## config.mk

```make
export PLATFORM = sky130hd
export DESIGN_NAME = hazard_unit_flat
export DESIGN_NICKNAME = d
export VERILOG_FILES = /design/src/rtl/hazard_pkg.sv /design/src/rtl/hazard_if.sv /design/src/rtl/hazard_load_use_detect.sv /design/src/rtl/hazard_unit.sv /design/src/flat_wrapper.sv
export SDC_FILE = /design/constraint.sdc
export NUM_CORES = 1
export LEC_CHECK = 0
export CORE_AREA = 8 8 45 47
export CTS_CLUSTER_SIZE = 14
export DETAILED_ROUTE_END_ITERATION = 8
export DIE_AREA = 0 0 53 55
export PLACE_DENSITY_LB_ADDON = 0.12
export SYNTH_ARGS = -nofsm -noshare
export SYNTH_HDL_FRONTEND = slang
export SYNTH_SLANG_ARGS = --single-unit
```

## constraint.sdc

```tcl
create_clock -name CLK -period 2.5 [get_ports CLK]
set_input_delay 0.75 -clock CLK [delete_from_list [all_inputs] [get_ports CLK]]
set_output_delay 0.75 -clock CLK [all_outputs]
set_load 0.05 [all_outputs]
```

## src/rtl/hazard_pkg.sv

```systemverilog
// Shared types and constants for the pipeline hazard controller.
package hazard_pkg;

   localparam int unsigned REG_W      = 5;
   localparam int unsigned ADDR_SEL_W = 2;

   typedef enum logic [1:0] {
      NOHAZ = 2'b00,
      JUMP  = 2'b01,
      BR0   = 2'b10,
      BR1   = 2'b11
   } state_e;

   localparam logic [ADDR_SEL_W-1:0] ADDR_PC4    = 2'b00;
   localparam logic [ADDR_SEL_W-1:0] ADDR_JUMP   = 2'b01;
   localparam logic [ADDR_SEL_W-1:0] ADDR_BRANCH = 2'b10;

   localparam logic [REG_W-1:0] REG_ZERO = 5'd0;

   // One cycle's worth of pipeline control decided by the hazard unit.
   typedef struct packed {
      logic                  pc_write;
      logic                  if_write;
      logic                  bubble;
      logic [ADDR_SEL_W-1:0] addr_sel;
   } hazard_ctrl_t;

   function automatic hazard_ctrl_t mk_ctrl(input logic                  pc_write,
                                            input logic                  if_write,
                                            input logic                  bubble,
                                            input logic [ADDR_SEL_W-1:0] addr_sel);
      hazard_ctrl_t c;
      c.pc_write = pc_write;
      c.if_write = if_write;
      c.bubble   = bubble;
      c.addr_sel = addr_sel;
      return c;
   endfunction

endpackage

```

## src/rtl/hazard_if.sv

```systemverilog
// ID/EX-side signal bundle between the pipeline and the hazard unit.
interface hazard_if;
   import hazard_pkg::*;

   logic [REG_W-1:0]      ID_Rs;
   logic [REG_W-1:0]      ID_Rt;
   logic                  UseRs;
   logic                  UseRt;
   logic [REG_W-1:0]      EX_Rw;
   logic                  EX_MemRead;
   logic                  Jump;
   logic                  Branch;
   logic                  ALUZero;
   logic                  PCWrite;
   logic                  IFWrite;
   logic                  Bubble;
   logic [ADDR_SEL_W-1:0] addrSel;

   // Pipeline side: supplies decode/EX fields, consumes control.
   modport master (
      output ID_Rs, ID_Rt, UseRs, UseRt, EX_Rw, EX_MemRead, Jump, Branch, ALUZero,
      input  PCWrite, IFWrite, Bubble, addrSel
   );

   // Hazard unit side.
   modport slave (
      input  ID_Rs, ID_Rt, UseRs, UseRt, EX_Rw, EX_MemRead, Jump, Branch, ALUZero,
      output PCWrite, IFWrite, Bubble, addrSel
   );
endinterface

```

## src/rtl/hazard_load_use_detect.sv

```systemverilog
// Combinational load-use detector: a load in EX feeding a register read in EX next cycle.
module load_use_detect
   import hazard_pkg::*;
(
   input  logic [REG_W-1:0] id_rs,
   input  logic [REG_W-1:0] id_rt,
   input  logic             use_rs,
   input  logic             use_rt,
   input  logic [REG_W-1:0] ex_rw,
   input  logic             ex_mem_read,
   output logic             lu_c
);

   logic rs_hit_c;
   logic rt_hit_c;

   // R0 is hardwired, so a load targeting it can never create a dependence.
   always_comb begin
      rs_hit_c = use_rs && (id_rs == ex_rw);
      rt_hit_c = use_rt && (id_rt == ex_rw);
      lu_c     = ex_mem_read && (ex_rw != REG_ZERO) && (rs_hit_c || rt_hit_c);
   end

endmodule

```

## src/rtl/hazard_unit.sv

```systemverilog
// Mealy hazard FSM for the five-stage pipeline: stalls load-use, squashes after jumps and branches.
module hazard_unit
   import hazard_pkg::*;
(
   input  logic    CLK,
   input  logic    Reset_L,
   hazard_if.slave hz
);

   state_e       state_q;
   state_e       state_d;
   logic         lu_c;
   hazard_ctrl_t ctrl_c;

   load_use_detect u_load_use_detect (
      .id_rs       (hz.ID_Rs),
      .id_rt       (hz.ID_Rt),
      .use_rs      (hz.UseRs),
      .use_rt      (hz.UseRt),
      .ex_rw       (hz.EX_Rw),
      .ex_mem_read (hz.EX_MemRead),
      .lu_c        (lu_c)
   );

   // State register.
   always_ff @(posedge CLK or negedge Reset_L) begin
      if (!Reset_L) begin
         state_q <= NOHAZ;
      end else begin
         state_q <= state_d;
      end
   end

   // Next state; only NOHAZ and BR0 look at inputs, so X elsewhere cannot leak in.
   always_comb begin
      state_d = state_q;
      unique case (state_q)
         NOHAZ: begin
            if (lu_c) begin
               state_d = NOHAZ;
            end else if (hz.Jump) begin
               state_d = JUMP;
            end else if (hz.Branch) begin
               state_d = BR0;
            end else begin
               state_d = NOHAZ;
            end
         end
         JUMP:    state_d = NOHAZ;
         BR0:     state_d = hz.ALUZero ? BR1 : NOHAZ;
         BR1:     state_d = NOHAZ;
         default: state_d = NOHAZ;
      endcase
   end

   // Output decode; reset overrides everything so the pipeline free-runs from PC+4.
   always_comb begin
      ctrl_c = mk_ctrl(1'b1, 1'b1, 1'b0, ADDR_PC4);
      if (Reset_L) begin
         unique case (state_q)
            NOHAZ: begin
               if (lu_c) begin
                  ctrl_c = mk_ctrl(1'b0, 1'b0, 1'b1, ADDR_PC4);
               end else if (hz.Jump) begin
                  ctrl_c = mk_ctrl(1'b1, 1'b0, 1'b0, ADDR_JUMP);
               end else if (hz.Branch) begin
                  ctrl_c = mk_ctrl(1'b0, 1'b0, 1'b0, ADDR_PC4);
               end else begin
                  ctrl_c = mk_ctrl(1'b1, 1'b1, 1'b0, ADDR_PC4);
               end
            end
            JUMP: ctrl_c = mk_ctrl(1'b1, 1'b1, 1'b1, ADDR_PC4);
            BR0: begin
               if (hz.ALUZero) begin
                  ctrl_c = mk_ctrl(1'b1, 1'b0, 1'b1, ADDR_BRANCH);
               end else begin
                  ctrl_c = mk_ctrl(1'b1, 1'b1, 1'b1, ADDR_PC4);
               end
            end
            BR1:     ctrl_c = mk_ctrl(1'b1, 1'b1, 1'b1, ADDR_PC4);
            default: ctrl_c = mk_ctrl(1'b1, 1'b1, 1'b0, ADDR_PC4);
         endcase
      end
   end

   assign hz.PCWrite = ctrl_c.pc_write;
   assign hz.IFWrite = ctrl_c.if_write;
   assign hz.Bubble  = ctrl_c.bubble;
   assign hz.addrSel = ctrl_c.addr_sel;

endmodule

```

## src/flat_wrapper.sv

```systemverilog
// flat-port wrapper written by rule: the top's interface ports become plain ports
module hazard_unit_flat import hazard_pkg::*;
  (CLK, Reset_L, hz_ID_Rs, hz_ID_Rt, hz_UseRs, hz_UseRt, hz_EX_Rw, hz_EX_MemRead, hz_Jump, hz_Branch, hz_ALUZero, hz_PCWrite, hz_IFWrite, hz_Bubble, hz_addrSel);
  hazard_if hz_i ();
  input  logic CLK;
  input  logic Reset_L;
  input wire logic [$bits(hz_i.ID_Rs)-1:0] hz_ID_Rs;
  input wire logic [$bits(hz_i.ID_Rt)-1:0] hz_ID_Rt;
  input wire logic [$bits(hz_i.UseRs)-1:0] hz_UseRs;
  input wire logic [$bits(hz_i.UseRt)-1:0] hz_UseRt;
  input wire logic [$bits(hz_i.EX_Rw)-1:0] hz_EX_Rw;
  input wire logic [$bits(hz_i.EX_MemRead)-1:0] hz_EX_MemRead;
  input wire logic [$bits(hz_i.Jump)-1:0] hz_Jump;
  input wire logic [$bits(hz_i.Branch)-1:0] hz_Branch;
  input wire logic [$bits(hz_i.ALUZero)-1:0] hz_ALUZero;
  output wire logic [$bits(hz_i.PCWrite)-1:0] hz_PCWrite;
  output wire logic [$bits(hz_i.IFWrite)-1:0] hz_IFWrite;
  output wire logic [$bits(hz_i.Bubble)-1:0] hz_Bubble;
  output wire logic [$bits(hz_i.addrSel)-1:0] hz_addrSel;
  assign hz_i.ID_Rs = hz_ID_Rs;
  assign hz_i.ID_Rt = hz_ID_Rt;
  assign hz_i.UseRs = hz_UseRs;
  assign hz_i.UseRt = hz_UseRt;
  assign hz_i.EX_Rw = hz_EX_Rw;
  assign hz_i.EX_MemRead = hz_EX_MemRead;
  assign hz_i.Jump = hz_Jump;
  assign hz_i.Branch = hz_Branch;
  assign hz_i.ALUZero = hz_ALUZero;
  assign hz_PCWrite = hz_i.PCWrite;
  assign hz_IFWrite = hz_i.IFWrite;
  assign hz_Bubble = hz_i.Bubble;
  assign hz_addrSel = hz_i.addrSel;
  hazard_unit u_core (.CLK(CLK), .Reset_L(Reset_L), .hz(hz_i));
endmodule
```

-- Word-level counts from Yosys, hierarchy flattened
Index checks and enable logic that the tools add are counted.
W data, S select, Z words.
- register bits: 2
- word-level logic and storage cells: 25
- input port bits: 23
- output and inout port bits: 5
- multiplexer cells: 11
- reductions and logical operators: 8
- equal/unequal tests: 5
- operator list (cell ; number):
    $mux W5 ; 4
    $pmux W5 S3 ; 1
    $eq A5 B5 Y1 ; 2
    $mux W2 ; 4
    $pmux W2 S3 ; 1
    $reduce_bool A5 Y1 ; 1
    $eq A2 B2 Y1 const B ; 2
    $logic_and A1 B1 Y1 ; 4
    $mux W4 ; 1
    $eq A2 B1 Y1 const B ; 1
    $logic_not A2 Y1 ; 1
    $reduce_or A2 Y1 ; 1
    $logic_or A1 B1 Y1 ; 1

-- Depth between registers and ports, before layout
- depth after elaboration: 7
- depth in mapped cells: 5
- depth with buffers taken out: 5

-- By module
Synthesis repeated with hierarchy kept, for this count alone.
- cell total of the unflattened synthesis: 33
- area, all modules: 277.8 µm²
- modules (own cells, without submodules) (module ; seq. area each (µm²) ; area each (µm²) ; cells each ; times used):
    hazard_unit ; 50.0 ; 143.9 ; 16 ; 1
    load_use_detect ; 0.0 ; 133.9 ; 17 ; 1

-- Worst setup path after synthesis
OpenSTA, ideal clock, no wires.
- path type: input-to-output
- from: input hz_EX_Rw[1]
- to: output hz_PCWrite
- stages on the path: 4
- data required time: 1.750 ns
- setup slack: -0.562 ns
- buffers on the path: 0
- data arrival time: 2.312 ns
- cells stage by stage: or4_4 o21ai_4 nor2_2 o211ai_1
- cells in the longest elaborated chain, start to end: 7
- elaborated cells between the ends (all ways): 11
- classes of those cells: eq/ne: 2; mux: 3; reduce/logical: 6
- RTL lines (element ; line ; RTL):
    from (decl) ; flat_wrapper.sv:11 ; input wire logic [$bits(hz_i.EX_Rw)-1:0] hz_EX_Rw;
    $eq A5 B5 Y1 (on tied branches) ; hazard_load_use_detect.sv:19, hazard_load_use_detect.sv:20 ;
    $logic_and A1 B1 Y1 (on tied branches) ; hazard_load_use_detect.sv:19, hazard_load_use_detect.sv:20 ;
    $logic_or A1 B1 Y1 ; hazard_load_use_detect.sv:21 ; lu_c = ex_mem_read && (ex_rw != REG_ZERO) && (rs_hit_c || rt_hit_c);
    $logic_and A1 B1 Y1 (*) ; hazard_load_use_detect.sv:21 ;
    $mux W5 (*) ; hazard_unit.sv:62 ; if (lu_c) begin
    $pmux W5 S3 (*) ; hazard_unit.sv:60 ; unique case (state_q)
    $mux W5 (*) ; hazard_unit.sv:59 ; if (Reset_L) begin
    to (decl) ; flat_wrapper.sv:16 ; output wire logic [$bits(hz_i.PCWrite)-1:0] hz_PCWrite;
Every way passes the cells marked *; elsewhere a longest branch is shown, timed or not.

-- Final worst setup path
- from: input hz_EX_Rw[1]
- to: output hz_Bubble
- cells in the longest elaborated chain, start to end: 7
- elaborated cells between the ends (all ways): 11
- classes of those cells: eq/ne: 2; mux: 3; reduce/logical: 6
- RTL lines (element ; line ; RTL):
    $eq A5 B5 Y1 (on tied branches) ; hazard_load_use_detect.sv:19, hazard_load_use_detect.sv:20 ;
    $logic_and A1 B1 Y1 (on tied branches) ; hazard_load_use_detect.sv:19, hazard_load_use_detect.sv:20 ;
    $logic_or A1 B1 Y1 ; hazard_load_use_detect.sv:21 ;
    $logic_and A1 B1 Y1 (*) ; hazard_load_use_detect.sv:21 ;
    $mux W5 (*) ; hazard_unit.sv:62 ;
    $pmux W5 S3 (*) ; hazard_unit.sv:60 ;
    $mux W5 (*) ; hazard_unit.sv:59 ;
    to (decl) ; flat_wrapper.sv:18 ; output wire logic [$bits(hz_i.Bubble)-1:0] hz_Bubble;
Marks and branches as above.

==> results_dict.tcl <==
set metrics [dict create \
    cts-root-buf "clkbuf_4" \
    vias 425 \
    ys.flop_type "dfrtp_1" \
    power.density_nw_per_um2 386 \
    r2r-start "u_core.state_q[1]$_DFF_PN0_" \
    grt_max_degree 6 \
    ys_async_sr_fraction 1.00 \
    yosys_register_bits 2 \
    die_y_um 55 \
    worstMarginPinSlew_ns 0.379 \
    setup_viol 4 \
    criticalPathCategory "primary input to output port" \
    p_int_uw 194 \
    coreArea_um2 1380 \
    drc 0 \
    wl_per_cell_um 12.6 \
    period_needed_ns 2.84 \
    crit_end "hz_Bubble" \
    detail_route.vias_per_cell 4.52 \
    initialDrtViolationCount 10 \
    fin_cells 94 \
    worst_ep_required_time_ns 1.75 \
    hold_buffers 0 \
    synth_common_cells "8 x xor2_1, 3 x nor2_1, 3 x o211ai_1" \
    die_area_um2 2920 \
    power_switching_uw 116 \
    power_frac_seq 0.145 \
    rows 14 \
    initial_core_util 0.216 \
    ys_types 19 \
    die-width_um 53 \
    cp-start-kind "primary input" \
    grt_pass1_vias 467 \
    fin_crit_sh 1.13 \
    synth_most_common_cell "xor2_1" \
    clock_sinks 2 \
    nNetsFinal 103 \
    cts_tree "built" \
    swShare 0.375 \
    seq_area_um2 50.0 \
    dp.cells 88 \
    path_max_fanout 4 \
    ant_nets 0 \
    peakVddDrop_uv 229 \
    outcome "finished, violations left" \
    p_leak_nw 0.353 \
    ys_warn_count 0 \
    antenna_cells 0 \
    failed_checks "setup timing" \
    clk_latency_ns 0.21 \
    rsz0062_at_grt "yes" \
    clk_pin_slew_worst_paths_ns 0.03 \
    avgSynthCellArea_um2 8.08 \
    multi_input_area_um2 309 \
    fillers 131 \
    dp_hpwl_um 936 \
    syn_inst 37 \
    finalClockSkew_ns 0.00203 \
    globalplace.congestion 0.677 \
    reg_top3 "u_core.state_q x2" \
    globalRouteOverflowTotal 0 \
    grt_antenna_before_repair 0 \
    grt_first_pass_wirelength_mm 1.84 \
    fmax_mhz 353 \
    track_usage 0.0830 \
    place_area_um2 701 \
    timing.final.max_slew_violations 0 \
    crit_path_end_kind "output port" \
    r2r_slack_ns 1.67 \
    reg2reg_depth 3 \
    setup_ws_ns -0.336 \
    hold_path.class "flop to flop" \
    synthDominantCellAreaShare 0.234 \
    drt-pass1-iter-count 4 \
    numCtsBuffers 3 \
    crit_start "hz_EX_Rw[1]" \
    maxCapViolations 0 \
    port_buffers 27 \
    synth-edff-count 0 \
    cp.arrival_ns 2.09 \
    comb_power_share 0.641 \
    fin_area_um2 805 \
    top_register "u_core.state_q" \
    ys_seq_area_frac 0.167 \
    syn2layout_area_growth_pct 169 \
    syn_area_um2 299 \
    wirelength_mm 1.19 \
    worstReg2RegEnd "u_core.state_q[1]$_DFF_PN0_" \
    max_slew_margin 0.747 \
    drive_gt1_frac 0.462 \
    syn_nets 60 \
    hold_viol 0 \
    largest_reg_flops 2 \
    finalPower_uw 310 \
    h-tree-depth 1 \
    io_pins 28 \
    clockBufferDepth 2 \
    synth_area_leaders "xor2_1 23%, dfrtp_1 17%, o211ai_1 7.5%, xnor2_1 5.9%, o21ai_4 5.4%" \
    clockPowerShare 0.214 \
    yosys.area.top_type "xor2_1" \
]
## per-stage QoR
step | setup TNS (ns) | setup slack [ns] | utilization | hold slack [ns]
floorplan | -1.60 | -0.548 | - | 0.454
global placement | -2.83 | -0.725 | 0.506 | 0.492
detailed placement | -2.80 | -0.725 | 0.506 | 0.507
CTS | -1.35 | -0.392 | 0.566 | 0.509
global route | -1.51 | -0.397 | 0.581 | 0.535
finish | -1.29 | -0.336 | 0.581 | 0.508
## layout make-up
class                           instances  share of cell area
Tap cell                               16              0.0249
Timing Repair Buffer                   38               0.491
Multi-Input combinational cell         33               0.384
Clock buffer                            3              0.0280
Inverter                                2             0.00933
Sequential cell                         2              0.0622
## power by group through the flow
| stage | logic, mW | clock network, mW | registers, mW |
|---|---|---|---|
| after floorplan | 0.0782 | 0 | 0.0437 |
| after global placement | 0.183 | 0 | 0.0445 |
| after detailed placement | 0.183 | 0 | 0.0451 |
| after CTS | 0.196 | 0.0691 | 0.0448 |
| after global routing | 0.210 | 0.0720 | 0.0456 |
| final | 0.199 | 0.0662 | 0.0450 |
## cell families (layout without fill, tap and decap cells)
family,Yosys count,count (layout),synth area share
AOI/OAI and AO/OA,10,10,0.272
DFF,2,2,0.167
and+or+nand+nor,13,13,0.243
buffers and inverters,2,43,0.0251
xor gates and xnor gates,10,10,0.293
## critical path, cell delays in order
cell,delay [ns]
buf_8,0.10
or4_4,0.54
o21ai_4,0.18
nor2_4,0.06
o31a_2,0.31
buf_12,0.15
## worst min path at each step
stage                                      from                     endpoint  slack [ns]  cells past startpoint
global placement    u_core.state_q[0]$_DFF_PN0_  u_core.state_q[1]$_DFF_PN0_        0.49                      1
CTS                 u_core.state_q[0]$_DFF_PN0_  u_core.state_q[1]$_DFF_PN0_        0.51                      1
floorplan                               Reset_L  u_core.state_q[0]$_DFF_PN0_        0.45                      0
detailed placement  u_core.state_q[0]$_DFF_PN0_  u_core.state_q[0]$_DFF_PN0_        0.51                      1
global route        u_core.state_q[0]$_DFF_PN0_  u_core.state_q[0]$_DFF_PN0_        0.53                      1
finish              u_core.state_q[0]$_DFF_PN0_  u_core.state_q[0]$_DFF_PN0_        0.51                      1
## cell usage in the layout (no fill, tap or decap), drive strengths merged
| cell | netlist | final |
|---|---|---|
| clkdlybuf4s50 | 0 | 5 |
| o211a | 1 | 1 |
| dlygate4sd2 | 0 | 8 |
| nor2b | 2 | 2 |
| dfrtp | 2 | 2 |
| nor4 | 2 | 2 |
| and2 | 1 | 1 |
| xor2 | 8 | 8 |
| buf | 0 | 19 |
| nand2 | 2 | 2 |
| inv | 2 | 2 |
| o21ai | 2 | 2 |
| nor2 | 4 | 4 |
| nand3 | 1 | 1 |
| a21oi | 2 | 2 |
| o31a | 1 | 1 |
| or4 | 1 | 1 |
| clkbuf | 0 | 4 |
| o211ai | 3 | 3 |
| xnor2 | 2 | 2 |
| a32oi | 1 | 1 |
| clkdlybuf4s15 | 0 | 5 |
## layer usage
metal	GRT usage	share of wire
met1	0.0727	0.34
met2	0.158	0.53
met3	0.0374	0.11
met4	0.0388	0.014
met5	0	0
## timing repair
| action | CTS | global route |
|---|---|---|
| setup endpoints to repair | 5 | 4 |
| pin swaps | 12 | 9 |
| hold endpoints to repair | 0 | 0 |
| buffers inserted | 2 | 1 |
| gates resized for setup | 48 | 7 |
No activity file was read; power rests on OpenSTA's default activity.
